## src/rtl/id_regfile_bypass_pkg.sv

```systemverilog
// Shared decode-stage definitions: datapath widths and the operand bypass-select
// encodings, common to the register file and the hazard/decode logic.
package id_regfile_bypass_pkg;

    localparam int DATA_W = 32;
    localparam int ADDR_W = 5;
    localparam int NREGS  = 1 << ADDR_W;

    typedef enum logic [1:0] {
        SEL_RF     = 2'b00,
        SEL_EX_ALU = 2'b01,
        SEL_ME_ALU = 2'b10,
        SEL_ME_MEM = 2'b11
    } bypass_sel_e;

endpackage

```

## src/rtl/id_regfile_bypass_mux4.sv

```systemverilog
// 4:1 operand bypass multiplexer choosing between the register file and the
// three forwarding sources from later pipeline stages.
module bypass_mux4
    import id_regfile_bypass_pkg::*;
#(
    parameter int WIDTH = DATA_W
) (
    input  logic [1:0]       sel,
    input  logic [WIDTH-1:0] in_rf,
    input  logic [WIDTH-1:0] in_ex_alu,
    input  logic [WIDTH-1:0] in_me_alu,
    input  logic [WIDTH-1:0] in_me_mem,
    output logic [WIDTH-1:0] y
);

    always_comb begin
        y = in_rf;
        case (bypass_sel_e'(sel))
            SEL_RF:     y = in_rf;
            SEL_EX_ALU: y = in_ex_alu;
            SEL_ME_ALU: y = in_me_alu;
            SEL_ME_MEM: y = in_me_mem;
            default:    y = in_rf;
        endcase
    end

endmodule

```

## src/rtl/id_regfile_bypass.sv

```systemverilog
// Decode-stage operand source: 32x32 register file (falling-edge write, two
// combinational reads) with a 4:1 bypass mux on each read port.
module id_regfile_bypass
    import id_regfile_bypass_pkg::*;
#(
    parameter int DATA_W = id_regfile_bypass_pkg::DATA_W,
    parameter int ADDR_W = id_regfile_bypass_pkg::ADDR_W,
    parameter int NREGS  = 1 << ADDR_W
) (
    input  logic              clock,
    input  logic              reset_0,
    input  logic              we,
    input  logic [ADDR_W-1:0] rs,
    input  logic [ADDR_W-1:0] rt,
    input  logic [ADDR_W-1:0] rw,
    input  logic [DATA_W-1:0] data_w,
    input  logic [DATA_W-1:0] ans_ex,
    input  logic [DATA_W-1:0] ans_me,
    input  logic [DATA_W-1:0] mo_me,
    input  logic [1:0]        a_select,
    input  logic [1:0]        b_select,
    output logic [DATA_W-1:0] data_a,
    output logic [DATA_W-1:0] data_b,
    output logic [DATA_W-1:0] a_id,
    output logic [DATA_W-1:0] b_id
);

    logic [DATA_W-1:0] regs [NREGS];

    // Writing on the falling edge lets an ID-stage read of the WB destination
    // see the new value within the same cycle, so WB->ID needs no bypass.
    always_ff @(negedge clock or posedge reset_0) begin
        if (reset_0) begin
            for (int i = 0; i < NREGS; i++) begin
                regs[i] <= '0;
            end
        end else if (we && (rw != '0)) begin
            regs[rw] <= data_w;
        end
    end

    assign data_a = (rs == '0) ? '0 : regs[rs];
    assign data_b = (rt == '0) ? '0 : regs[rt];

    bypass_mux4 #(.WIDTH(DATA_W)) u_mux_a (
        .sel       (a_select),
        .in_rf     (data_a),
        .in_ex_alu (ans_ex),
        .in_me_alu (ans_me),
        .in_me_mem (mo_me),
        .y         (a_id)
    );

    bypass_mux4 #(.WIDTH(DATA_W)) u_mux_b (
        .sel       (b_select),
        .in_rf     (data_b),
        .in_ex_alu (ans_ex),
        .in_me_alu (ans_me),
        .in_me_mem (mo_me),
        .y         (b_id)
    );

endmodule

```

## config.mk

```make
export PLATFORM = sky130hd
export DESIGN_NAME = id_regfile_bypass
export DESIGN_NICKNAME = d
export VERILOG_FILES = /design/src/rtl/id_regfile_bypass_pkg.sv /design/src/rtl/id_regfile_bypass_mux4.sv /design/src/rtl/id_regfile_bypass.sv
export SDC_FILE = /design/constraint.sdc
export NUM_CORES = 2
export LEC_CHECK = 0
export CORE_ASPECT_RATIO = 2
export CORE_UTILIZATION = 50
export DETAILED_ROUTE_END_ITERATION = 12
export DONT_BUFFER_PORTS = 1
export PLACE_DENSITY_LB_ADDON = 0.05
export SETUP_SLACK_MARGIN = 0.15
export SLEW_MARGIN = 20
export SYNTH_ARGS = -nofsm -noshare
export SYNTH_HDL_FRONTEND = slang
export SYNTH_SLANG_ARGS = --single-unit
```

## constraint.sdc

```tcl
create_clock -name clock -period 62.3 [get_ports clock]
set_input_delay 0 -clock clock [delete_from_list [all_inputs] [get_ports clock]]
set_output_delay 0 -clock clock [all_outputs]
set_load 0.01 [all_outputs]
```

==> reports/metrics.yaml <==
logic_synthesis:
  ys_seq_elements: 1024
  synth-edff-count: 0
  yosysTopAreaCell: "dfrtn_1"
  syn-num-nets: 4393
  synth_flop_cell: "dfrtn_1"
  async_flop_share_pct: 100
  synthCells: 4243
  yosysUniqueCellTypes: 39
  ys_seq_area_share_pct: 44.7
  netlist.area_leader.share_pct: 44.7
  ys_warn_count: 0
  synthTopCellsByArea: "dfrtn_1, mux2_2, mux2i_1, mux4_2, a22oi_1"
  syn_area_sq_um: 57400
  synth_area_per_cell_sq_um: 13.5
cells_and_area:
  top_register: "regs"
  synthToLayoutAreaGrowth_pct: 6.87
  mostFrequentLayoutCells: "dfrtn_1, mux2_2, mux2i_1"
  fin_cells: 5532
  final_common_cell: "dfrtn_1"
  postLayoutCoreUtil_pct: 54.0
  final_nets: 4097
  layout-drive-gt1-share_pct: 39.1
  largest_reg_flops: 1024
  reg_top3: "regs: 1024 flops"
  n_fill_cell: 9610
clock_network:
  cts_tree: "done"
  ctsResizeCount: 0
  numCtsBuffers: 98
  cts-htree-levels: 3
  cts.sinks: 1024
  post_cts_buffers: 0
  clk_pin_slew_ps: 50
  root_buffer: "clkbuf_16"
  insertion_delay_ps: 650
  clk_path_buf_depth: 3
  holdBufCountCts: 0
route:
  route.detailed.drc: 0
  drt_iter0_drc: 2649
  via_per_inst: 6.87
  antenna_left: 0
  drtPass1Iterations: 5
  wire_per_inst_um: 35.9
  wirelength_um: 199000
  vias: 38000
floorplan:
  dieArea_sq_um: 116000
  rows: 175
  core_sq_um: 114000
  die-width_um: 242
  initial_core_util_pct: 50.5
  dieHeight_um: 481
  pin_count: 278
power:
  leakage_nw: 27.6
  powerDensity_nw_per_um2: 31.5
  ir_drop_mv: 0.0244
worst_setup_path:
  r2r-start: "regs[694]$_DFFE_NP0P_"
  critPathRequiredTime_ps: 62300
  crit_chain: "mux2i_1, a22o_1, a221oi_2, o22ai_1, a2111oi_2, mux4_2"
  cp.arrival_ps: 34410
  worstPathMaxFanout: 3
  ff2ff_setup_slack_ps: 61480
  r2r-end: "regs[694]$_DFFE_NP0P_"
  start_kind: "flip-flop"
  worstSetupPathType: "flip-flop to primary output"
  reg2reg_depth: 1
  slowest_delay_ps: 830
  crit_path_end_kind: "primary output"
  cpMaxStageDelayCell: "a2111oi_2"
min_path:
  hp-class: "input pin to primary output"
  min_path_cells: 1
  hp-start: "b_select[1]"
  hold_end: "b_id[30]"
run:
  cap_viol_max_count: 0
global_routing:
  grt_first_pass_wirelength_um: 288000
  antenna_found_initial: 6
  grt_overflow: 0
  globalRouteTotalUtil_pct: 34.1
  grt_pass1_vias: 40200
  grt_max_degree: 450
sta:
  tightest_slew_ps: 2080
  grt_setup_unrepaired: "false"
  timing.final.ws_setup_ps: 27890
  finalHoldViolCount: 0
  fin_setup_tns_ps: 0
  skew_ps: 0
  final_max_slew_viol_count: 213
  finalSetupViolCount: 0
  maxSlewHeadroom_pct: -38.4
placed_design:
  gp_congestion: 0.836
  dp_slack_ps: 27710
  dp_hpwl_um: 112000
  placedCellCount: 5350
  port_buffers: 0
status:
  status: "finished with violations"
  failed_checks: "max-slew violations"
==> final cells by class <==
class / instances / area [sq um] / area share (%)
Tap cell: 1504 / 1880 / 3.07
Clock buffer: 136 / 2900 / 4.73
Inverter: 1 / 11.3 / 0.0184
Clock inverter: 43 / 588 / 0.959
Timing Repair Buffer: 78 / 642 / 1.05
Antenna cell: 2 / 5.00 / 0.00816
Multi-Input combinational cell: 2744 / 29700 / 48.4
Sequential cell: 1024 / 25600 / 41.8
==> metal layers <==
metal | share of wire (%) | GRT usage, % | wire [um]
met1 | 39 | 41.5 | 77400
met2 | 50 | 58.2 | 99100
met3 | 5.9 | 5.82 | 11700
met4 | 5.3 | 17.3 | 10600
met5 | 0 | 0 | 0
==> critical path, delay by kind of cell (launching register included) <==
kind,cells,cell delay [ps]
AO/OA/AOI/OAI,4,1630
multiplexers,2,520
flip-flops,1,440
==> report_power, final <==
part | total (mW) | leakage, nW | internal [mW] | switching (mW)
clock | 0.660 | 1.73 | 0.382 | 0.278
sequential | 0.903 | 13.1 | 0.804 | 0.0983
combinational | 0.369 | 12.8 | 0.213 | 0.155
==> cell families after synthesis <==
kind of cell,after synthesis,share of synthesized area [%]
buffers and inverters,475,4.12
muxes,2016,41.5
and+or+nand+nor,111,1.43
AOI/OAI and AO/OA,617,8.27
DFF,1024,44.7
==> synthesized netlist by cell type, drive strengths merged (29+ instances only) <==
cell type     n
a221oi       46
a22oi       292
nor3b        33
clkbuf      234
a22o         46
mux4        192
dfrtn      1024
buf         240
mux2        992
a211oi       29
mux2i       832
a21oi       146
==> metrics by stage <==
step	area (sq um)	total power [mW]	hold slack, ps
5_1_grt	61300	2.01	195
3_5_place_dp	57800	1.28	197
6_report	61300	1.93	191
3_3_place_gp	57800	1.26	198
2_1_floorplan	57400	1.21	186
4_1_cts	61300	1.94	197
==> worst max-delay path by stage <==
stage	to	start	cells after the start
final	b_id[19]	regs[403]$_DFFE_NP0P_	6
after global routing	b_id[3]	regs[387]$_DFFE_NP0P_	6
after CTS	b_id[3]	regs[387]$_DFFE_NP0P_	6
after detailed placement	regs[395]$_DFFE_NP0P_	reset_0	4
after global placement	regs[395]$_DFFE_NP0P_	reset_0	4
after floorplan	regs[0]$_DFFE_NP0P_	reset_0	1
(Power assumes the default switching activity.)
